[src/rtl/ifetch.sv]
// Instruction fetch: credit-limited requests, 2-entry in-flight PC FIFO, 2-entry instruction queue.
// Define IFETCH_BYPASS_EN to present a response combinationally when the queue is empty.
module ifetch #(
  parameter logic [31:0] RESET_PC = 32'h0000_0000,
  parameter logic [31:0] NOP_INST = 32'h0000_0013
) (
  input  logic        clk,
  input  logic        rst_n,
  input  logic        redirect_i,
  input  logic [31:0] redirect_pc_i,
  input  logic        id_ready_i,
  output logic        imem_req_o,
  output logic [31:0] imem_addr_o,
  input  logic        imem_gnt_i,
  input  logic        imem_rvalid_i,
  input  logic [31:0] imem_rdata_i,
  output logic        inst_valid_o,
  output logic [31:0] pc_o,
  output logic [31:0] inst_o
);

  logic [31:0]      fetch_pc_q, fetch_pc_d;
  logic [1:0]       out_q, out_d;
  logic [1:0]       disc_q, disc_d;
  logic [1:0]       qcnt_q, qcnt_d;
  logic [1:0][31:0] fpc_q, fpc_d;
  logic [1:0][31:0] qpc_q, qpc_d;
  logic [1:0][31:0] qin_q, qin_d;

  logic       rsp, q_empty, byp_hit, byp_take, pop, push, fire;
  logic [1:0] qafter, fafter;
  logic [2:0] credit;
  logic       unused_pc_lsb;

  assign unused_pc_lsb = ^redirect_pc_i[1:0];

  always_comb begin
    rsp      = imem_rvalid_i & (out_q != 2'd0);
    q_empty  = (qcnt_q == 2'd0);
`ifdef IFETCH_BYPASS_EN
    byp_hit  = rst_n & rsp & (disc_q == 2'd0) & q_empty;
`else
    byp_hit  = 1'b0;
`endif
    byp_take = byp_hit & id_ready_i & ~redirect_i;
    pop      = ~q_empty & id_ready_i & ~redirect_i;
    push     = rsp & (disc_q == 2'd0) & ~redirect_i & ~byp_take;

    // A slot freed by this cycle's pop is immediately reusable, giving 1 inst/cycle.
    credit     = {1'b0, out_q} + {1'b0, qcnt_q} - {2'b00, pop};
    imem_req_o = rst_n & ~redirect_i & (credit < 3'd2);
    fire       = imem_req_o & imem_gnt_i;

    inst_valid_o = ~q_empty | byp_hit;
    pc_o         = '0;
    inst_o       = NOP_INST;
    if (!q_empty) begin
      pc_o   = qpc_q[0];
      inst_o = qin_q[0];
    end else if (byp_hit) begin
      pc_o   = fpc_q[0];
      inst_o = imem_rdata_i;
    end

    qpc_d  = qpc_q;
    qin_d  = qin_q;
    qafter = qcnt_q - {1'b0, pop};
    if (pop) begin
      qpc_d[0] = qpc_q[1];
      qin_d[0] = qin_q[1];
    end
    if (push) begin
      qpc_d[qafter[0]] = fpc_q[0];
      qin_d[qafter[0]] = imem_rdata_i;
    end
    qcnt_d = redirect_i ? 2'd0 : qafter + {1'b0, push};

    // Every response retires its in-flight slot, discarded or not.
    fpc_d  = fpc_q;
    fafter = out_q - {1'b0, rsp};
    if (rsp) fpc_d[0] = fpc_q[1];
    if (fire) fpc_d[fafter[0]] = fetch_pc_q;
    out_d = fafter + {1'b0, fire};

    disc_d = disc_q;
    if (redirect_i)                 disc_d = fafter;
    else if (rsp && disc_q != 2'd0) disc_d = disc_q - 2'd1;

    fetch_pc_d = fetch_pc_q;
    if (redirect_i) fetch_pc_d = {redirect_pc_i[31:2], 2'b00};
    else if (fire)  fetch_pc_d = fetch_pc_q + 32'd4;
  end

  assign imem_addr_o = fetch_pc_q;

  always_ff @(posedge clk or negedge rst_n) begin
    if (!rst_n) begin
      fetch_pc_q <= RESET_PC;
      out_q      <= '0;
      disc_q     <= '0;
      qcnt_q     <= '0;
      fpc_q      <= '0;
      qpc_q      <= '0;
      qin_q      <= '0;
    end else begin
      fetch_pc_q <= fetch_pc_d;
      out_q      <= out_d;
      disc_q     <= disc_d;
      qcnt_q     <= qcnt_d;
      fpc_q      <= fpc_d;
      qpc_q      <= qpc_d;
      qin_q      <= qin_d;
    end
  end

endmodule

[config.mk]
export PLATFORM = sky130hd
export DESIGN_NAME = ifetch
export DESIGN_NICKNAME = d
export VERILOG_FILES = /design/src/rtl/ifetch.sv
export SDC_FILE = /design/constraint.sdc
export NUM_CORES = 1
export LEC_CHECK = 0
export BUFFER_PORTS_ARGS = -buffer_cell sky130_fd_sc_hd__buf_2
export CAP_MARGIN = 5
export CORE_MARGIN = 2
export CORE_UTILIZATION = 55
export CTS_BUF_LIST = sky130_fd_sc_hd__clkbuf_2 sky130_fd_sc_hd__clkbuf_4 sky130_fd_sc_hd__clkbuf_8
export DETAILED_ROUTE_END_ITERATION = 16
export GPL_ROUTABILITY_DRIVEN = 0
export GPL_TIMING_DRIVEN = 1
export PLACE_DENSITY = 0.78
export SLEW_MARGIN = 20
export SYNTH_ARGS = -nofsm -noshare
export SYNTH_HDL_FRONTEND = slang
export SYNTH_SLANG_ARGS = --single-unit
[constraint.sdc]
create_clock -name clk -period 5.3 [get_ports clk]
set_input_delay 0.795 -clock clk [delete_from_list [all_inputs] [get_ports clk]]
set_output_delay 0.795 -clock clk [all_outputs]
set_load 0.01 [all_outputs]
; After elaboration in Yosys (flattened, before gate mapping)
; Index checks and enable logic that the tools add are counted.
[totals]
regBits = 230
out_inout_bits = 98
word_cells = 62
in_bits = 70
[classes]
bitwise_logic = 10
n_lt_le_gt_ge = 5
n_mux = 20
addsub = 8
n_reduce_logical = 9
[op_table]
columns = cell, n
row1 = 32-bit 2-to-1 mux, 12
row2 = 64-bit bitwise mux, 3
row3 = 32-bit demux with 1-bit select, 2
row4 = "32-bit by 3-bit adder with 32-bit output, second input constant", 1
row5 = 1-bit bitwise AND, 8
row6 = 2-bit nonzero test, 4
row7 = 2-bit 2-to-1 mux, 3
row8 = 2-bit by 1-bit adder with 2-bit output, 2
row9 = 2-bit logical NOT, 2
row10 = "1-bit by 2-bit < comparator with 1-bit output, second input constant", 2
row11 = 2-bit by 1-bit subtractor with 2-bit output, 2
row12 = 2-bit by 2-bit adder with 3-bit output, 1
row13 = 1-bit logical AND, 3
row14 = "3-bit by 2-bit < comparator with 1-bit output, second input constant", 1
row15 = 3-bit by 1-bit subtractor with 3-bit output, 1
row16 = "1-bit greater-or-equal comparator, second input constant", 2
row17 = 1-bit inverter, 2
row18 = "2-bit by 1-bit subtractor with 2-bit output, second input constant", 1

; Logic depth before layout (Yosys ltp)
; Gate-level depths: netlist of the first run.
[logic_depth]
word_depth = 11
ltp_mapped = 13
ltp_nobuf = 10

; Least setup slack after synthesis of the first run
; OpenSTA, ideal clock, no wires.
[synth_path]
path_type = in2reg
start = input port redirect_i
end = register fpc_q[54] (netlist bit)
setup_time_ps = 125
setup_slack_ps = 1633
stages = 13
arrival_time_ps = 3542
required_ps = 5175
n_path_buf = 4
path_cell_list = buf_6 -> and4bb_2 -> a21o_1 -> nand2_1 -> fa_1 -> nand4b_1 -> or2_1 -> buf_2 -> inv_2 -> buf_4 -> ha_1 -> buf_1 -> mux2_2
[synth_between]
elab_chain_len = 6
elab_cells_between_ends = 7
cone_classes = add/sub (1) / order compare (1) / bitwise (5)
[synth_lines]
columns = element, line_no
row1 = start: declaration, 9  ; input logic redirect_i,
row2 = 1-bit inverter (*), "46, 51"
row3 = 1-bit bitwise AND, 46  ; pop = ~q_empty & id_ready_i & ~redirect_i;
row4 = 3-bit by 1-bit subtractor with 3-bit output, 50  ; credit = {1'b0, out_q} + {1'b0, qcnt_q} - {2'b00, pop};
row5 = 3-bit by 2-bit < comparator with 1-bit output, 51  ; imem_req_o = rst_n & ~redirect_i & (credit < 3'd2);
row6 = 1-bit bitwise AND (*), 51
row7 = 1-bit bitwise AND (*), 52  ; fire = imem_req_o & imem_gnt_i;
row8 = end signal: assignment, 110  ; fpc_q <= fpc_d;
row9 = end: declaration, 26  ; logic [1:0][31:0] fpc_q, fpc_d;
; Every way passes the cells marked *; elsewhere a longest branch is shown, timed or not.
; A chain may end at the register's enable or synchronous reset.

; Worst setup path in the final report of the first run
[layout_path]
start = input port redirect_i
end = register fpc_q[57] (netlist bit)
; The elaborated chain is that of the path after synthesis.

==> results of run 1 <==
## routing by layer
| layer | track usage | vias to the layer above | share of wire |
|---|---|---|---|
| li1 | - | 3618 | - |
| met1 | 0.328 | 3676 | 0.47 |
| met2 | 0.349 | 255 | 0.46 |
| met3 | 0.0441 | 30 | 0.058 |
| met4 | 0.0547 | 2 | 0.015 |
| met5 | 0 | - | 0.00049 |
## worst paths after layout
kind                       slack [ps]                   from                         end
hold / removal                    280                  rst_n  imem_addr_o[5]$_DFFE_PN0P_
hold reg to reg                   500  qpc_q[46]$_DFFE_PN0P_       qpc_q[46]$_DFFE_PN0P_
setup reg to reg                 1860    qcnt_q[0]$_DFF_PN0_       fpc_q[57]$_DFFE_PN0P_
setup / recovery                 1790             redirect_i       fpc_q[57]$_DFFE_PN0P_
max in group asynchronous        2810                  rst_n       qpc_q[50]$_DFFE_PN0P_
min in group clk                  460       redirect_pc_i[4]  imem_addr_o[4]$_DFFE_PN0P_
## cells by family (layout without fill, tap and decap cells)
family / Yosys count / in the layout / synth area share
adder cells (fa/ha/maj): 7 / 7 / 0.00902
multiplexers: 191 / 191 / 0.193
flip-flops: 226 / 226 / 0.537
AND/OR/NAND/NOR: 282 / 282 / 0.136
buffers and inverters: 80 / 256 / 0.0356
XOR/XNOR: 6 / 6 / 0.00499
other: 1 / 2 / 0.000356
AO/OA/AOI/OAI: 156 / 156 / 0.0851
## Yosys cell counts (2+ instances only)
master,n,area share
mux2_2,94,0.10
a31oi_1,4,0.0024
buf_6,4,0.0043
buf_2,20,0.0095
nor2_1,51,0.018
o21ai_1,5,0.0024
nand4_1,11,0.0065
a22oi_1,3,0.0021
buf_4,4,0.0028
o21ai_0,80,0.038
a21o_1,2,0.0014
a32oi_1,5,0.0042
nor3_1,6,0.0028
ha_1,6,0.0071
nand3_1,13,0.0062
a221o_1,5,0.0047
o221a_1,2,0.0021
a21oi_1,36,0.017
clkbuf_1,25,0.0089
nand2_1,109,0.039
nand4_2,2,0.0024
mux2i_1,97,0.092
and3_1,9,0.0053
a31o_2,2,0.0017
and2_1,63,0.037
clkbuf_2,4,0.0019
inv_1,15,0.0053
buf_1,7,0.0025
nor2b_1,3,0.0018
o311ai_0,2,0.0017
o211ai_1,8,0.0057
nand2b_1,4,0.0024
nor4_4,3,0.0061
dfrtp_1,226,0.54
xnor2_1,5,0.0042
## layout make-up
type                            instances  area (sq um)  area share
Timing Repair Buffer                  174           925      0.0754
Tap cell                              234           293      0.0239
Sequential cell                       226          5660       0.461
Inverter                               16          60.1     0.00489
Multi-Input combinational cell        644          4560       0.372
Clock buffer                           57           722      0.0588
Clock inverter                          9          53.8     0.00438
## state kept, by name (all words and copies together) (netlist names)
signal and cells:
out_q 2, qcnt_q 2, fpc_q 62, imem_addr_o 30, qin_q 64, qpc_q 64
disc_q 2
## power groups by stage
stage	registers, mW	clock network, mW	logic [mW]
6_report	2.57	1.55	1.08
2_1_floorplan	2.49	0	0.833
3_5_place_dp	2.60	0	1.10
5_1_grt	2.65	1.66	1.23
4_1_cts	2.57	1.59	1.10
3_3_place_gp	2.57	0	1.04
## worst max-delay path: cells and delay by family
kind / cells / cell delay, ps
muxes: 1 / 390
and+or+nand+nor: 4 / 850
adders and majority gates: 2 / 740
AOI/OAI and AO/OA: 1 / 220
buffers and inverters: 3 / 880
## through the flow
stage	utilization	total power, mW
final	0.654	5.21
after global routing	0.654	5.54
after CTS	0.654	5.27
after detailed placement	0.612	3.69
after global placement	0.612	3.61
after floorplan	-	3.32
==> metrics.txt, run 1 <==
PD cells 424 nW/um^2; post-route insts no fill 1360; placed cell count 1294; Sink Count 226; final wirelength 22500 microns; largest net degree at the start of global routing 129; Worst VDD drop 0.232 mV; Setup WS post-layout 1790 ps; All-Layer GR Usage 0.225; Layout area overhead 16.4%; share of flip-flops with an asynchronous set or reset 1.00; startpoint type of the worst setup path input port; via count 7581; nets 1177; Clock transition at path regs 60 ps; dpl hpwl 14200 microns; Tmin final 3510 ps; number of global-route vias before repair 7188; setup_tns 0 ps; Area after DPL 11500 sq um; clk_lat worst skew 520 ps; fraction of layout cells with a size suffix above 1 0.311; first-pass GRT wire length 36900 microns; Avg WL per Cell 16.5 microns; final instance area 12300 sq um; number of buffers created by CTS 38; Syn Std Cell Area 10500 sq um; Max Fclk 285 MHz; Worst setup EP type flop; die footprint 20300 sq um; chip width 142 microns; CP arrival 3910 ps; DRT iter0 DRCs 322; final-report hold violation count 0; mean post-synth cell area 11.1 sq um; Min-Delay Path Class in2async; crit path cell chain buf_2 -> and4bb_2 -> a21o_1 -> nand2_1 -> fa_1 -> nand4b_1 -> or2_1 -> inv_2 -> ha_1 -> buf_4 -> mux2_2; DR pass1 iterations 5; Sw Pwr 1.56 mW; Sw Ratio 0.299; Logic pwr share 0.208; Max Buffers Root-to-Sink 3; n_diodes 0; Die Y 142 microns; CTS tree built; num ports 168; number of I/O port buffers 163; critical path fanouts, max 31; Initial Utilization 0.562; worst-margin pin slew 1090 ps; vias per cell 5.57; Fillers 1483; most frequent cells in the layout dfrtp_1 (226), buf_2 (162), nand2_1 (107); initial antenna violation count 1; Synth Warn # 0; commonest non-fill, non-tap cell in the layout dfrtp_1; Internal 3.65 mW; CP peak stage delay 520 ps; Flop pwr share 0.494; kind of critical path in2reg; Worst Reg-to-Reg Cells 10; Netlist cell types 49; flops & latches, synth 226; Clk network pwr share 0.298; final worst-path cycle share 0.662; H-Tree Depth 2; CTS resizes 0; Hold WS 280 ps; grt ovf 0; RSZ-0062 raised after global routing no; Pins Over Slew Limit 0; number of flops mapped to enable cells by yosys 0; Worst EP required 5700 ps; MaxCap Viol Count 0; outcome finished, final reports clean; core area 18800 sq um; main flop type after synthesis dfrtp_1; Clock Skew 9.68 ps; root buf cell clkbuf_8; setup bufs post-CTS 0; Final setup viols 0; Pleak 6.53 nW; # DRC 0; Core Rows 50; Hold Buf Count CTS 0; CP max stage cell fa_1; ANT nets after route 0; Post-Syn Instances 949; Slew HR 0.268; post-synthesis sequential area ratio 0.537; pre-CTS WS 1300 ps
Note: power is estimated with default switching activity, not from simulation.
==> run 2, diff against run 1 <==
--- a/config.mk
+++ b/config.mk
@@ -5,15 +5,16 @@
 export SDC_FILE = /design/constraint.sdc
 export NUM_CORES = 1
 export LEC_CHECK = 0
+export ABC_AREA = 1
 export BUFFER_PORTS_ARGS = -buffer_cell sky130_fd_sc_hd__buf_2
 export CAP_MARGIN = 5
 export CORE_MARGIN = 2
-export CORE_UTILIZATION = 55
+export CORE_UTILIZATION = 54
 export CTS_BUF_LIST = sky130_fd_sc_hd__clkbuf_2 sky130_fd_sc_hd__clkbuf_4 sky130_fd_sc_hd__clkbuf_8
 export DETAILED_ROUTE_END_ITERATION = 16
 export GPL_ROUTABILITY_DRIVEN = 0
 export GPL_TIMING_DRIVEN = 1
-export PLACE_DENSITY = 0.78
+export PLACE_DENSITY = 0.79
 export SLEW_MARGIN = 20
 export SYNTH_ARGS = -nofsm -noshare
 export SYNTH_HDL_FRONTEND = slang
==> constraint.sdc (replaced) <==
create_clock -name clk -period 3.1 [get_ports clk]
set_input_delay 0.465 -clock clk [delete_from_list [all_inputs] [get_ports clk]]
set_output_delay 0.465 -clock clk [all_outputs]
set_load 0.01 [all_outputs]
==> metrics.txt, run 2 <==
outcome finished, final reports clean; Die Y 150 microns; CP peak stage delay 480 ps; final-report hold violation count 0; CP arrival 2310 ps; Initial Utilization 0.548; Max Buffers Root-to-Sink 3; Core Util, Final 0.629; PD cells 824 nW/um^2; Sink Count 226; kind of critical path reg2out; crit path cell chain nor2_4 -> inv_1 -> nand3_4 -> nand2_2 -> nand2_4 -> nand2_1 -> fa_1 -> nand3_1 -> nor2_1 -> buf_2; Post-synth top cells nand2_1 (505), o21ai_0 (249), dfrtp_1 (226); via count 9941; flops & latches, synth 226; critical path fanouts, max 4; Synth Warn # 0; top post-synthesis cells by area dfrtp_1 (49%), nand2_1 (17%), o21ai_0 (11%); grt ovf 0; die footprint 22500 sq um; H-Tree Depth 2; GRT met3 Usage 0.0372; core area 21000 sq um; most frequent cell after synthesis nand2_1; CTS resizes 0; first-pass GRT wire length 44700 microns; M1 GR Usage 0.354; Flop pwr share 0.454; final wirelength 26800 microns; number of buffers created by CTS 38; Clock Skew 22.5 ps; commonest non-fill, non-tap cell in the layout nand2_1; startpoint type of the worst setup path flop; number of flops mapped to enable cells by yosys 0; All-Layer GR Usage 0.244; most frequent cells in the layout nand2_1 (505), o21ai_0 (249), dfrtp_1 (226); post-synth top area cell dfrtp_1; GR peak layer met2; Tot Pwr 10.9 mW; n_diodes 0; number of global-route vias before repair 9190; clk_lat worst skew 530 ps; number of I/O port buffers 163; Largest regs qin_q x64, qpc_q x64, fpc_q x62; RSZ-0062 raised after global routing no; Worst setup EP type output port; DRT iter0 DRCs 757; Layout area overhead 14.8%; # DRC 0; Worst VDD drop 0.354 mV; Tmin final 2780 ps; Sw Ratio 0.358; CTS tree built; Sw Pwr 3.89 mW; fraction of layout cells with a size suffix above 1 0.159; dpl hpwl 16900 microns; Pleak 7.02 nW; Syn Std Cell Area 11500 sq um; Post-Syn Instances 1552; CP max stage cell fa_1; GR Util met2 0.379; DR pass1 iterations 5; setup_tns 0 ps; share of Yosys cell area claimed by the top area cell type 0.492; Max Fclk 360 MHz; ANT nets after route 0; Avg WL per Cell 13.5 microns; Final setup viols 0; post-synthesis sequential area ratio 0.492; Netlist cell types 31; final worst-path cycle share 0.896; setup bufs post-CTS 0; nets 1761; main flop type after synthesis dfrtp_1; worst-margin pin slew 972 ps; vias per cell 5.01; share of flip-flops with an asynchronous set or reset 1.00; Clock transition at path regs 60 ps; Min-Delay Path Class in2async; root buf cell clkbuf_8; Pins Over Slew Limit 0; Hold Buf Count CTS 0; chip width 150 microns; Core Rows 53; Worst EP required 2630 ps; Slew HR 0.352; MaxCap Viol Count 0; largest net degree at the start of global routing 151; num ports 168; Logic pwr share 0.297; initial antenna violation count 0; Internal 6.98 mW; Clk network pwr share 0.250; mean post-synth cell area 7.40 sq um
==> run 2: stage by stage <==
stage	setup WS [ps]	hold WS [ps]	cells	cell area (sq um)
3_5_place_dp	507	486	1919	12400
5_1_grt	172	145	1984	13200
2_1_floorplan	32.5	169	1553	11500
3_3_place_gp	578	483	1919	12400
6_report	321	88.4	1984	13200
4_1_cts	279	113	1984	13200
==> run 2: path summary, 6_finish.rpt <==
check,from,to,cells after the start,slack [ps]
min in group clk,redirect_pc_i[18],imem_addr_o[18]$_DFFE_PN0P_,3,150
max,qcnt_q[1]$_DFF_PN0_,imem_req_o,10,320
min reg2reg,fpc_q[12]$_DFF_PN0_,qpc_q[44]$_DFFE_PN0P_,2,500
min,rst_n,qpc_q[34]$_DFFE_PN0P_,2,90
max in group asynchronous,rst_n,qin_q[0]$_DFF_PN0_,2,2260
max reg2reg,qcnt_q[1]$_DFF_PN0_,fpc_q[54]$_DFFE_PN0P_,13,610
==> run 2: layout make-up <==
cell class                      count  area (sq um)
Clock buffer                       62           766
Clock inverter                      3          17.5
Fill cell                        1870          7770
Inverter                          220           831
Multi-Input combinational cell   1018          4570
Sequential cell                   226          5660
Tap cell                          275           344
Timing Repair Buffer              180          1010
==> run 2: metal layers <==
layer / vias to the layer above / wire (microns) / part of all wire
met5: - / 0 / 0
met4: 0 / 585 / 0.022
met3: 43 / 1950 / 0.073
met2: 308 / 12000 / 0.45
met1: 4536 / 12200 / 0.46
li1: 5054 / - / -
==> run 2: power by group through the flow <==
stage               combinational, mW  sequential, mW  clock, mW
floorplan                        2.42            4.79          0
global placement                 3.05            4.91          0
detailed placement               3.21            4.96          0
CTS                              3.25            4.92       2.77
global route                     3.81            5.08       2.92
finish                           3.22            4.93       2.71
==> run 2: logic make-up after synthesis <==
| group | synth area share |
|---|---|
| AOI/OAI and AO/OA | 0.129 |
| xor gates and xnor gates | 0.00839 |
| adders and majority gates | 0.00828 |
| buffers and inverters | 0.113 |
| DFF | 0.492 |
| other | 0.000326 |
| and+or+nand+nor | 0.248 |
==> run 2: worst max-delay path: cells and delay by family, from the launching register on <==
kind                     cells  cell delay (ps)
adder cells (fa/ha/maj)      1              480
buffers and inverters        2              230
AND/OR/NAND/NOR              7              620
flip-flops                   1              450
==> run 3, diff against run 2 <==
--- a/config.mk
+++ b/config.mk
@@ -5,16 +5,15 @@
 export SDC_FILE = /design/constraint.sdc
 export NUM_CORES = 1
 export LEC_CHECK = 0
-export ABC_AREA = 1
 export BUFFER_PORTS_ARGS = -buffer_cell sky130_fd_sc_hd__buf_2
 export CAP_MARGIN = 5
 export CORE_MARGIN = 2
-export CORE_UTILIZATION = 54
+export CORE_UTILIZATION = 53
 export CTS_BUF_LIST = sky130_fd_sc_hd__clkbuf_2 sky130_fd_sc_hd__clkbuf_4 sky130_fd_sc_hd__clkbuf_8
 export DETAILED_ROUTE_END_ITERATION = 16
 export GPL_ROUTABILITY_DRIVEN = 0
 export GPL_TIMING_DRIVEN = 1
-export PLACE_DENSITY = 0.79
+export PLACE_DENSITY = 0.78
 export SLEW_MARGIN = 20
 export SYNTH_ARGS = -nofsm -noshare
 export SYNTH_HDL_FRONTEND = slang
==> metrics.txt, run 3 (synthesis results as in run 1) <==
most frequent cells in the layout dfrtp_1 (226), buf_2 (162), nand2_1 (107); core area 19500 sq um; Slew HR 0.380; Initial Utilization 0.541; CTS tree built; final-report hold violation count 0; Core Rows 51; die footprint 21000 sq um; root buf cell clkbuf_8; outcome finished, final reports clean; Clock Skew 20.0 ps; initial antenna violation count 0; H-Tree Depth 2; clk_lat worst skew 530 ps; RSZ-0062 raised after global routing no; Area after DPL 11700 sq um; Tmin final 2910 ps; Min-Delay Path Class in2reg; n_diodes 0; Pins Over Slew Limit 0; Worst EP required 2630 ps; first-pass GRT wire length 38000 microns; commonest non-fill, non-tap cell in the layout dfrtp_1; Sink Count 226; critical path fanouts, max 3; PD cells 732 nW/um^2; final worst-path cycle share 0.940; grt ovf 0; Max Buffers Root-to-Sink 3; Pleak 6.63 nW; worst-margin pin slew 931 ps; CP arrival 2450 ps; # DRC 0; dpl hpwl 14300 microns; Worst VDD drop 0.393 mV; largest net degree at the start of global routing 176; number of I/O port buffers 163; startpoint type of the worst setup path flop; final wirelength 22700 microns; number of buffers created by CTS 39; via count 7686; MaxCap Viol Count 0; number of global-route vias before repair 7532; Max Fclk 343 MHz; Final setup viols 0; final instance area 12500 sq um; Tot Pwr 9.18 mW; Layout area overhead 19.0%; Die Y 145 microns; ANT nets after route 0; kind of critical path reg2out; chip width 145 microns; DR pass1 iterations 5; Largest regs qin_q x64, qpc_q x64, fpc_q x62; nets 1188; Worst setup EP type output port; vias per cell 5.48; DRT iter0 DRCs 454; All-Layer GR Usage 0.219; Clock transition at path regs 60 ps; Avg WL per Cell 16.1 microns; fraction of layout cells with a size suffix above 1 0.319; num ports 168
[run 3: cell count changes in the layout (fill, tap and decap cells not counted), moves of 9 or more]
cell,change
a21oi_1,+36
and2_1,+61
and3_1,+9
inv_1,-203
mux2_2,+94
mux2i_1,+97
nand2_1,-398
nand3_1,-67
nand4_1,+11
nor2_1,-52
o21ai_0,-170
o21ai_1,-30
[run 3: area by class of cell]
type	instances	area (sq um)
fillers	1495	6920
flip-flops and latches	226	5660
multi-input cells	644	4570
repair buffers	184	1090
clock buffers	58	729
well taps	265	332
clock inverters	10	114
inverters	16	60.1
[run 3: repair_timing]
action / in CTS / in global routing
buffers inserted: 0 / 0
hold buffers: 1 / 0
gates resized for setup: 0 / 1
hold endpoints to repair: 15 / 0
endpoints found under the setup margin: 0 / 15
[run 3: per-stage QoR]
step | hold WS, ps | utilization | cells | TNS (ps) | setup slack, ps
after global placement | 302 | 0.601 | 1334 | -6.33 | -6.33
final | 135 | 0.644 | 1403 | 0 | 187
after CTS | 114 | 0.644 | 1403 | 0 | 19.7
after global routing | 117 | 0.644 | 1403 | 0 | 48.7
after detailed placement | 301 | 0.601 | 1334 | -513 | -107
after floorplan | 169 | - | 950 | -478 | -23.9
[run 3: critical path: stages, from the launching register on]
cell      delay [ps]
dfrtp_1          410
and4bb_2         340
a21o_1           110
nand2_1           60
fa_1             380
xnor2_1          170
nor3_1           260
buf_2            180
[run 3: where the power goes]
part | internal [mW] | switching, mW | total, mW
clock network | 1.68 | 1.20 | 2.88
registers | 3.82 | 0.587 | 4.41
logic | 0.952 | 0.937 | 1.89
total | 6.45 | 2.72 | 9.18
[run 3: worst paths after layout]
| check | start | to | slack, ps | cells past startpoint |
|---|---|---|---|---|
| max | qcnt_q[0]$_DFF_PN0_ | imem_req_o | 190 | 7 |
| min | redirect_pc_i[5] | imem_addr_o[5]$_DFFE_PN0P_ | 130 | 3 |
| max reg2reg | qcnt_q[0]$_DFF_PN0_ | fpc_q[58]$_DFFE_PN0P_ | 260 | 10 |
| min reg2reg | fpc_q[29]$_DFF_PN0_ | qpc_q[29]$_DFF_PN0_ | 490 | 2 |
| max in group asynchronous | rst_n | qin_q[4]$_DFF_PN0_ | 1590 | 3 |
| min in group asynchronous | rst_n | qpc_q[4]$_DFF_PN0_ | 350 | 2 |
[run 3: per-layer routing]
metal	GRT usage	share of wire	up-vias
met1	0.309	0.46	3719
met3	0.0440	0.063	37
li1	-	-	3645
met5	0	0	-
met4	0.0653	0.018	0
met2	0.345	0.46	285
